## src/rtl/seg7_display_mux_if.sv

```systemverilog
// Processor-side write bus for the 7-segment display controller.
// Carries one 8-bit write per cycle: BUS_ADDR selects the register, BUS_DATA
// is the payload, BUS_WE qualifies the transfer; no backpressure.
interface seg7_display_mux_if;
   logic [7:0] BUS_DATA;
   logic [7:0] BUS_ADDR;
   logic       BUS_WE;

   // CPU / bench side drives the bus
   modport master (output BUS_DATA, BUS_ADDR, BUS_WE);
   // display controller samples it
   modport slave  (input  BUS_DATA, BUS_ADDR, BUS_WE);
endinterface

```

## src/rtl/seg7_display_mux.sv

```systemverilog
// Multiplexed NUM_DIGITS-digit 7-segment controller with shadowed digit/dot/blank
// banks and 16-level per-slot PWM brightness.
// Latency: register writes land on the write edge; pins lag d/pwm/bank state by 1 cycle.
// Backpressure: none, every write is accepted in its cycle.
// Ports: CLK, RESETN (sync, active-low); bus (slave modport: BUS_DATA/BUS_ADDR/BUS_WE);
//        DISP_SEL_OUT (anode enables, one-hot or none); DISP_OUT ([6:0]=g..a, [7]=dp).
// Optional macro SEG7_LEADING_ZERO_BLANK_EN: auto-blank leading zero digits (digit 0 never).
module seg7_display_mux #(
   parameter int         NUM_DIGITS  = 4,
   parameter logic [7:0] BASE_ADDR   = 8'hD0,
   parameter int         CLK_FREQ_HZ = 100000000,
   parameter int         REFRESH_HZ  = 1000,
   parameter int         ACTIVE_LOW  = 1
) (
   input  logic                  CLK,
   input  logic                  RESETN,
   seg7_display_mux_if.slave     bus,
   output logic [NUM_DIGITS-1:0] DISP_SEL_OUT,
   output logic [7:0]            DISP_OUT
);

   localparam int H  = NUM_DIGITS / 2;
   localparam int P  = CLK_FREQ_HZ / (REFRESH_HZ * 16);
   localparam int PW = (P > 1) ? $clog2(P) : 1;
   localparam int DW = (NUM_DIGITS > 1) ? $clog2(NUM_DIGITS) : 1;

   localparam logic [7:0] OFF_DOT    = 8'(H);
   localparam logic [7:0] OFF_BLANK  = 8'(H + 1);
   localparam logic [7:0] OFF_CTRL   = 8'(H + 2);
   localparam logic [7:0] OFF_COMMIT = 8'(H + 3);

   localparam logic [PW-1:0] PRESC_LAST = PW'(P - 1);
   localparam logic [DW-1:0] DIG_LAST   = DW'(NUM_DIGITS - 1);
   localparam logic          POL        = (ACTIVE_LOW != 0);

   if ((NUM_DIGITS % 2) != 0 || NUM_DIGITS < 2 || NUM_DIGITS > 8) begin : g_bad_digits
      $error("seg7_display_mux: NUM_DIGITS must be even and within 2..8");
   end
   if (P < 1) begin : g_bad_prescale
      $error("seg7_display_mux: CLK_FREQ_HZ / (REFRESH_HZ*16) must be at least 1");
   end

   // ---------------- state ----------------
   logic [PW-1:0]           presc_q, presc_d;
   logic [3:0]              pwm_q, pwm_d;
   logic [DW-1:0]           dig_q, dig_d;
   logic [NUM_DIGITS*4-1:0] sh_nib_q, sh_nib_d, act_nib_q, act_nib_d;
   logic [NUM_DIGITS-1:0]   sh_dot_q, sh_dot_d, act_dot_q, act_dot_d;
   logic [NUM_DIGITS-1:0]   sh_blank_q, sh_blank_d, act_blank_q, act_blank_d;
   logic                    en_q, en_d, auto_q, auto_d, pending_q, pending_d;
   logic [3:0]              bright_q, bright_d;
   logic [NUM_DIGITS-1:0]   sel_q, sel_d;
   logic [7:0]              seg_q, seg_d;

   logic [7:0]              off;
   logic                    tick, boundary;
   logic [NUM_DIGITS-1:0]   lzb;
   logic                    above_ok;
   logic [3:0]              cur_nib;
   logic                    cur_dot, cur_blank, cur_lzb, lit;
   logic [NUM_DIGITS-1:0]   onehot;

   // Register offset relative to BASE_ADDR; 8-bit wrap keeps the map contiguous.
   assign off = bus.BUS_ADDR - BASE_ADDR;

   function automatic logic [6:0] hex7(input logic [3:0] n);
      case (n)
         4'h0: hex7 = 7'h3F;
         4'h1: hex7 = 7'h06;
         4'h2: hex7 = 7'h5B;
         4'h3: hex7 = 7'h4F;
         4'h4: hex7 = 7'h66;
         4'h5: hex7 = 7'h6D;
         4'h6: hex7 = 7'h7D;
         4'h7: hex7 = 7'h07;
         4'h8: hex7 = 7'h7F;
         4'h9: hex7 = 7'h6F;
         4'hA: hex7 = 7'h77;
         4'hB: hex7 = 7'h7C;
         4'hC: hex7 = 7'h39;
         4'hD: hex7 = 7'h5E;
         4'hE: hex7 = 7'h79;
         default: hex7 = 7'h71;
      endcase
   endfunction

   // ---------------- timing chain, registers, bank copy ----------------
   always_comb begin
      presc_d     = presc_q;
      pwm_d       = pwm_q;
      dig_d       = dig_q;
      sh_nib_d    = sh_nib_q;
      sh_dot_d    = sh_dot_q;
      sh_blank_d  = sh_blank_q;
      act_nib_d   = act_nib_q;
      act_dot_d   = act_dot_q;
      act_blank_d = act_blank_q;
      en_d        = en_q;
      auto_d      = auto_q;
      bright_d    = bright_q;
      pending_d   = pending_q;

      tick     = (presc_q == PRESC_LAST);
      boundary = tick && (pwm_q == 4'hF) && (dig_q == DIG_LAST);

      presc_d = tick ? '0 : presc_q + 1'b1;
      if (tick) begin
         pwm_d = pwm_q + 4'd1;
         if (pwm_q == 4'hF) begin
            dig_d = (dig_q == DIG_LAST) ? '0 : dig_q + 1'b1;
         end
      end

      // Copy uses the pre-edge shadow, so a same-cycle shadow write misses it.
      if (boundary && (pending_q || auto_q)) begin
         act_nib_d   = sh_nib_q;
         act_dot_d   = sh_dot_q;
         act_blank_d = sh_blank_q;
         pending_d   = 1'b0;
      end

      if (bus.BUS_WE) begin
         for (int k = 0; k < H; k++) begin
            if (off == 8'(k)) sh_nib_d[k*8 +: 8] = bus.BUS_DATA;
         end
         if (off == OFF_DOT)   sh_dot_d   = bus.BUS_DATA[NUM_DIGITS-1:0];
         if (off == OFF_BLANK) sh_blank_d = bus.BUS_DATA[NUM_DIGITS-1:0];
         if (off == OFF_CTRL) begin
            en_d     = bus.BUS_DATA[0];
            auto_d   = bus.BUS_DATA[1];
            bright_d = bus.BUS_DATA[7:4];
         end
         // Placed after the copy so a COMMIT on the boundary survives to the next frame.
         if (off == OFF_COMMIT) pending_d = 1'b1;
      end
   end

   // ---------------- leading-zero suppression ----------------
`ifdef SEG7_LEADING_ZERO_BLANK_EN
   // Walk from the top digit down: a zero is suppressed while everything above
   // it is zero or blanked. Digit 0 is left alone.
   always_comb begin
      lzb      = '0;
      above_ok = 1'b1;
      for (int i = NUM_DIGITS - 1; i > 0; i--) begin
         lzb[i]   = above_ok && (act_nib_q[i*4 +: 4] == 4'h0);
         above_ok = above_ok && ((act_nib_q[i*4 +: 4] == 4'h0) || act_blank_q[i]);
      end
   end
`else
   always_comb begin
      lzb      = '0;
      above_ok = 1'b0;
   end
`endif

   // ---------------- output decode ----------------
   always_comb begin
      cur_nib   = 4'h0;
      cur_dot   = 1'b0;
      cur_blank = 1'b0;
      cur_lzb   = 1'b0;
      onehot    = '0;
      for (int i = 0; i < NUM_DIGITS; i++) begin
         if (dig_q == DW'(i)) begin
            cur_nib   = act_nib_q[i*4 +: 4];
            cur_dot   = act_dot_q[i];
            cur_blank = act_blank_q[i];
            cur_lzb   = lzb[i];
            onehot[i] = 1'b1;
         end
      end
      lit   = en_q && !cur_blank && !cur_lzb && (pwm_q <= bright_q) && !above_ok_unused();
      sel_d = (lit ? onehot : '0) ^ {NUM_DIGITS{POL}};
      seg_d = (lit ? {cur_dot, hex7(cur_nib)} : 8'h00) ^ {8{POL}};
   end

   // above_ok is only meaningful inside the suppression walk; this keeps it referenced.
   function automatic logic above_ok_unused();
      return 1'b0 & above_ok;
   endfunction

   // ---------------- state register ----------------
   always_ff @(posedge CLK) begin
      if (!RESETN) begin
         presc_q     <= '0;
         pwm_q       <= '0;
         dig_q       <= '0;
         sh_nib_q    <= '0;
         sh_dot_q    <= '0;
         sh_blank_q  <= '0;
         act_nib_q   <= '0;
         act_dot_q   <= '0;
         act_blank_q <= '0;
         en_q        <= 1'b0;
         auto_q      <= 1'b0;
         bright_q    <= 4'hF;
         pending_q   <= 1'b0;
         sel_q       <= {NUM_DIGITS{POL}};
         seg_q       <= {8{POL}};
      end else begin
         presc_q     <= presc_d;
         pwm_q       <= pwm_d;
         dig_q       <= dig_d;
         sh_nib_q    <= sh_nib_d;
         sh_dot_q    <= sh_dot_d;
         sh_blank_q  <= sh_blank_d;
         act_nib_q   <= act_nib_d;
         act_dot_q   <= act_dot_d;
         act_blank_q <= act_blank_d;
         en_q        <= en_d;
         auto_q      <= auto_d;
         bright_q    <= bright_d;
         pending_q   <= pending_d;
         sel_q       <= sel_d;
         seg_q       <= seg_d;
      end
   end

   assign DISP_SEL_OUT = sel_q;
   assign DISP_OUT     = seg_q;

endmodule
```

## src/flat_wrapper.sv

```systemverilog
// flat-port wrapper written by rule: the top's interface ports become plain ports
module seg7_display_mux_flat 
#(
   parameter int         NUM_DIGITS  = 4,
   parameter logic [7:0] BASE_ADDR   = 8'hD0,
   parameter int         CLK_FREQ_HZ = 100000000,
   parameter int         REFRESH_HZ  = 1000,
   parameter int         ACTIVE_LOW  = 1
)
  (CLK, RESETN, DISP_SEL_OUT, DISP_OUT, bus_BUS_DATA, bus_BUS_ADDR, bus_BUS_WE);
  seg7_display_mux_if bus_i ();
  input  logic CLK;
  input  logic RESETN;
  output logic [NUM_DIGITS-1:0] DISP_SEL_OUT;
  output logic [7:0] DISP_OUT;
  input wire logic [$bits(bus_i.BUS_DATA)-1:0] bus_BUS_DATA;
  input wire logic [$bits(bus_i.BUS_ADDR)-1:0] bus_BUS_ADDR;
  input wire logic [$bits(bus_i.BUS_WE)-1:0] bus_BUS_WE;
  assign bus_i.BUS_DATA = bus_BUS_DATA;
  assign bus_i.BUS_ADDR = bus_BUS_ADDR;
  assign bus_i.BUS_WE = bus_BUS_WE;
  seg7_display_mux #(.NUM_DIGITS(NUM_DIGITS), .BASE_ADDR(BASE_ADDR), .CLK_FREQ_HZ(CLK_FREQ_HZ), .REFRESH_HZ(REFRESH_HZ), .ACTIVE_LOW(ACTIVE_LOW)) u_core (.CLK(CLK), .RESETN(RESETN), .bus(bus_i), .DISP_SEL_OUT(DISP_SEL_OUT), .DISP_OUT(DISP_OUT));
endmodule
```

## config.mk

```make
export PLATFORM = sky130hd
export DESIGN_NAME = seg7_display_mux_flat
export DESIGN_NICKNAME = d
export VERILOG_FILES = /design/src/rtl/seg7_display_mux_if.sv /design/src/rtl/seg7_display_mux.sv /design/src/flat_wrapper.sv
export SDC_FILE = /design/constraint.sdc
export NUM_CORES = 1
export LEC_CHECK = 0
export ABC_CLOCK_PERIOD_IN_PS = 3400
export CAP_MARGIN = 20
export CORE_MARGIN = 2
export CORE_UTILIZATION = 50
export DETAILED_ROUTE_END_ITERATION = 10
export DONT_BUFFER_PORTS = 1
export HOLD_SLACK_MARGIN = 0.1
export PLACE_DENSITY = 0.72
export SYNTH_ARGS = -nofsm -noshare
export SYNTH_HDL_FRONTEND = slang
export SYNTH_SLANG_ARGS = --single-unit
```

## constraint.sdc

```tcl
create_clock -name CLK -period 3.4 [get_ports CLK]
set_input_delay 0.85 -clock CLK [delete_from_list [all_inputs] [get_ports CLK]]
set_output_delay 0.85 -clock CLK [all_outputs]
set_load 0.02 [all_outputs]
```

# Word-level counts from Yosys, hierarchy flattened
# Memory sizes are Yosys's and may differ from the RTL's.
# Index checks and enable logic that the tools add are counted.
[word_totals]
ff_bits = 86
rom_bits = 112
input_bits = 19
output_inout_bits = 12
elab_cells = 73
mem_count = 1
[mem_list]
columns = ["memory", "words", "width", "rd", "rd_ports_with_merged_regs", "wr", "line", "rtl"]
rows = [
  ["(no name shown)", 16, 7, 1, 0, 0, "seg7_display_mux.sv:67", "case (n)"],
]
[classes]
add_sub_neg = 4
n_lt_le_gt_ge = 1
n_eq_ne = 10
mux = 22
bitwise = 3
reduce_logical = 16
[ops]
columns = ["op", "n"]
rows = [
  ["$mux W4", 5],
  ["$eq A8 B2 Y1 const B", 2],
  ["$eq A8 B3 Y1 const B", 2],
  ["$mux W1", 15],
  ["$add A13 B1 Y13 const B", 1],
  ["$eq A13 B13 Y1 const B", 1],
  ["$reduce_and A2 Y1", 6],
  ["$eq A8 B1 Y1 const B", 1],
  ["$logic_not A8 Y1", 1],
  ["$mux W8", 1],
  ["$not A8 Y8", 1],
  ["$sub A8 B8 Y8 const B", 1],
  ["$logic_and A1 B1 Y1", 5],
  ["$add A4 B1 Y4 const B", 1],
  ["$eq A2 B2 Y1 const B", 2],
  ["$eq A4 B4 Y1 const B", 1],
  ["$le A4 B4 Y1", 1],
  ["$not A4 Y4", 1],
  ["$add A2 B1 Y2 const B", 1],
  ["$eq A2 B1 Y1 const B", 1],
  ["$logic_not A2 Y1", 1],
  ["$mux W2", 1],
  ["$reduce_or A2 Y1", 1],
  ["$logic_not A1 Y1", 1],
  ["other kinds (2)", 2],
]

# Depth between registers and ports, before layout
[logic_depth]
ltp_word = 10
depth_mapped = 11
mapped_depth_nobuf = 11

# Least setup slack after synthesis
# No wires, ideal clock.
[synth_path]
kind = "register to register"
from = "reg u_core.dig_q[1]"
to = "reg u_core.seg_q[0] (netlist: u_core.DISP_OUT[0])"
setup_time_ns = 0.129
t_arrival_ns = 2.290
required_ns = 3.271
setup_slack_ns = 0.981
stages_incl_launch_ff = 11
n_path_buf = 1
synth_period_minus_slack_ns = 2.419
cell_sequence = "dfxtp_1 > inv_1 > ha_1 > clkbuf_1 > a22oi_1 > a221oi_1 > inv_1 > ha_1 > or3_1 > o211ai_1 > nand2_1"
[synth_between]
elab_chain_cells = 10
elab_cells_between_ends = 18
cone_classes = "3 x eq/ne; 9 x mux; 1 x bitwise; 4 x reduce/logical; 1 x memory"
[synth_rtl]
columns = ["item", "line", "rtl"]
rows = [
  ["from (decl)", "seg7_display_mux.sv:46", "logic [DW-1:0] dig_q, dig_d;"],
  ["from (signal assigned)", "seg7_display_mux.sv:204", "dig_q <= dig_d;"],
  ["parallel branches: the longest is 8 deep, another holds $mem_v2 Z16 W7", "--", ""],
  ["$mux W8 (*)", "seg7_display_mux.sv:175", "seg_d = (lit ? {cur_dot, hex7(cur_nib)} : 8'h00) ^ {8{POL}};"],
  ["$not A8 Y8 (no line) (*)", "--", ""],
  ["to (signal assigned)", "seg7_display_mux.sv:200", "seg_q <= {8{POL}};"],
  ["to (signal assigned)", "seg7_display_mux.sv:216", "seg_q <= seg_d;"],
  ["to (decl)", "seg7_display_mux.sv:53", "logic [7:0] seg_q, seg_d;"],
]
# Every way passes the cells marked *.
# A chain may end at the register's enable or synchronous reset.

# Final worst setup path
[layout_path]
from = "reg u_core.dig_q[0]"
to = "reg u_core.seg_q[0] (netlist: u_core.DISP_OUT[0])"
# Same word-level chain as after synthesis.

==> reports/results.ini <==
[timing]
max_slew_violation_total_from_the_final_report = 0
timing.setup.tns_ns = 0
clock.fmax_mhz = 357
final_setup_violation_count = 0
final.min_clock_period_ns = 2.80
skew_ns = 0.00818
max_slew.worst_pin.slew_ns = 0.803
grt_setup_unrepaired = false
max_slew_margin_pct = 46.1
final_hold_viol_count = 0
fin_crit_sh_pct = 82.3

[clocking]
postCtsResizedCells = 0
clock_tree.buffer_depth = 2
tritoncts.num_buffers = 9
cts-hold-fix-buffers = 0
cts_num_sinks = 86
clock_edge_transition_at_the_registers_on_the_reported_setup_and_hold_paths_ns = 0.08
htreeDepth = 3
cts_tree = done
postCtsSetupRepairBufs = 0
clock_insertion_delay_worst_skew_ns = 0.35
cts-root-buf = clkbuf_8

[die]
ios = 31
floorplan.initialDensity_pct = 51.5
row_count = 31
die_x_um = 90.2
core_area_um2 = 7210
fp.dieArea_um2 = 8140
die_height_um = 90.2

[global_route]
global_route.usage.total_pct = 18.7
first_global_vias = 2535
wire_length_of_the_first_global_routing_pass_mm = 12.3
grt_start_max_net_pins = 64
number_of_antenna_violations_at_the_first_check_in_global_routing = 0
aggregate_global_routing_overflow = 0

[power_and_ir_drop]
share_comb_of_total_power_pct = 1.1
pwr_density_cell_nw_per_um2 = 441
clock_power_share_pct = 41.4
power.switching_mw = 0.365
ir_drop_mv = 0.260
power.leakage_nw = 1.36
power_switching_share_pct = 20.7
power.internal_mw = 1.40
pwr-share-seq_pct = 57.5

[logic_synthesis]
yosys.area_share.xor_xnor_pct = 3.54
synth.cell_area_um2 = 3720
synth_fa_ha_area_share_pct = 5.72
synth-compound-area-share_pct = 11.7
synth_area_per_cell_um2 = 8.83
post_synth_mux_area_share_pct = 5.39
yosysUniqueCellTypes = 48
main_combinational_cell_family_by_area_after_synthesis = simple AND/OR/NAND/NOR gates
dominant_synthesized_flop_cell = dfxtp_1
synth_simple_gate_area_share_pct = 22.7
mappedNetlistNets = 457
async_set_reset_flop_share_out_of_synthesis_pct = 0
syn_inst = 421
synth.yosys.warnings = 0
synth_largest_area_cell = dfxtp_1
post_synth_main_area_contributors = dfxtp_1 (46%), ha_1 (5.7%), nand3_1 (5.7%)
count_of_flip_flops_with_a_built_in_enable_after_synthesis = 0
seq_area_frac_synth_pct = 46.3
synth_top_area_share_pct = 46.3
ys_seq_elements = 86

[routing]
via_count = 2781
drc = 0
post_drt_wl_per_cell_um = 13.8
postRouteWirelength_mm = 7.14
detail_route.iter0.violations = 129
detail_route.vias_per_cell = 5.38
detail_route.first_pass.iterations = 7
final_antenna_net_count = 0

[critical_path]
worstPathArrival_ns = 3.04
critPathLaunchType = flip-flop
setup.worst_path.end_class = flip-flop
regToRegSetupSlack_ns = 0.60
timing.setup.critical_path_class = flip-flop to flip-flop
worstPathMaxFanout = 18
cp_data_required_time_ns = 3.64

[finish]
final_cell_mix = dfxtp_1 (86), nor2_1 (50), nand2_1 (49), nand3_1 (42), mux2i_1 (20)
n_fill_cell = 689
nets = 449
post-route-cell-area_um2 = 3990
layout-drive-gt1-share_pct = 7.42
layout.cells.most_common = dfxtp_1
antenna_cells = 0
register_area_um2 = 1720
synthToLayoutAreaGrowth_pct = 7.37
multiInputGateArea_um2 = 1830

[placed_design]
final_hpwl_dp_mm = 5.01
globalplace.congestion = 0.881
numPortBuffers = 0
detailed_place.area_um2 = 3750

[status]
run_status = finished clean

[run]
maxCapViolations = 0

[hold_path]
min-delay-path-class = flip-flop to flip-flop

-- layout make-up --
class / count / share of cell area (%)
Timing Repair Buffer: 3 / 1.07
Inverter: 16 / 1.51
Clock buffer: 11 / 3.79
Sequential cell: 86 / 43.1
Clock inverter: 5 / 1.44
Tap cell: 99 / 3.10
Multi-Input combinational cell: 297 / 45.9
-- cell families (layout without fill, tap and decap cells) --
| kind of cell | Yosys count | after routing |
|---|---|---|
| flops | 86 | 86 |
| simple gates | 176 | 176 |
| buf+inv | 38 | 35 |
| mux | 20 | 20 |
| compound gates | 69 | 69 |
| fa+ha+maj | 17 | 17 |
| xor+xnor | 15 | 15 |
-- state kept, by name (all words and copies together) (netlist names) --
register,cells
u_core.DISP_OUT,8
u_core.DISP_SEL_OUT,4
u_core.act_blank_q,4
u_core.act_dot_q,4
u_core.act_nib_q,16
u_core.auto_q,1
u_core.bright_q,4
u_core.dig_q,2
u_core.en_q,1
u_core.pending_q,1
u_core.presc_q,13
u_core.pwm_q,4
u_core.sh_blank_q,4
u_core.sh_dot_q,4
u_core.sh_nib_q,16
-- power by group through the flow --
stage	sequential, mW	combinational, mW	clock, mW
3_5_place_dp	1.04	0.0188	0
4_1_cts	1.01	0.0189	0.749
2_1_floorplan	1.04	0.0262	0
5_1_grt	1.01	0.0214	0.797
3_3_place_gp	1.04	0.0186	0
6_report	1.01	0.0188	0.729
-- path summary, 6_finish.rpt --
check | from | end | cells after the start
hold reg to reg | u_core.sh_nib_q[7] | u_core.act_nib_q[7] | 2
setup / recovery | u_core.dig_q[0] | u_core.DISP_OUT[0] | 8
hold / removal | u_core.sh_nib_q[7] | u_core.act_nib_q[7] | 2
setup reg to reg | u_core.dig_q[0] | u_core.DISP_OUT[0] | 8
-- critical path, stage by stage, from the launching register on --
cell	delay, ns
dfxtp_1	0.39
ha_1	0.57
nor2_1	0.18
a221oi_1	0.59
inv_1	0.20
ha_1	0.24
or3_1	0.36
o211ai_1	0.09
nand2_1	0.07
-- Yosys cell counts (5+ instances only) --
library cell  number
o21ai_0           16
mux2i_1           20
xor2_1             5
clkbuf_1          12
nand3_1           42
nand3b_1           5
nand2_1           49
nor2_1            50
ha_1              17
a21oi_1           11
xnor2_1           10
dfxtp_1           86
o21ai_1           16
inv_1             15
-- through the flow --
| stage | utilization, % | cells | hold slack, ns | power (mW) | setup slack, ns |
|---|---|---|---|---|---|
| 2_1_floorplan | - | 421 | 0.428 | 1.06 | 0.981 |
| 3_3_place_gp | 52.0 | 500 | 0.435 | 1.06 | 0.747 |
| 3_5_place_dp | 52.0 | 500 | 0.442 | 1.06 | 0.599 |
| 4_1_cts | 54.9 | 516 | 0.452 | 1.78 | 0.586 |
| 5_1_grt | 55.3 | 517 | 0.479 | 1.83 | 0.230 |
| 6_report | 55.3 | 517 | 0.451 | 1.76 | 0.603 |
-- layer usage --
layer  global-route usage [%]  vias to the layer above  wire length, um
met5                        0                        -                0
met4                     6.54                        0               53
met3                     3.94                        5              271
met2                     29.3                       51             3270
met1                     25.5                     1284             3550
li1                         -                     1441                -
(Power assumes the default switching activity.)
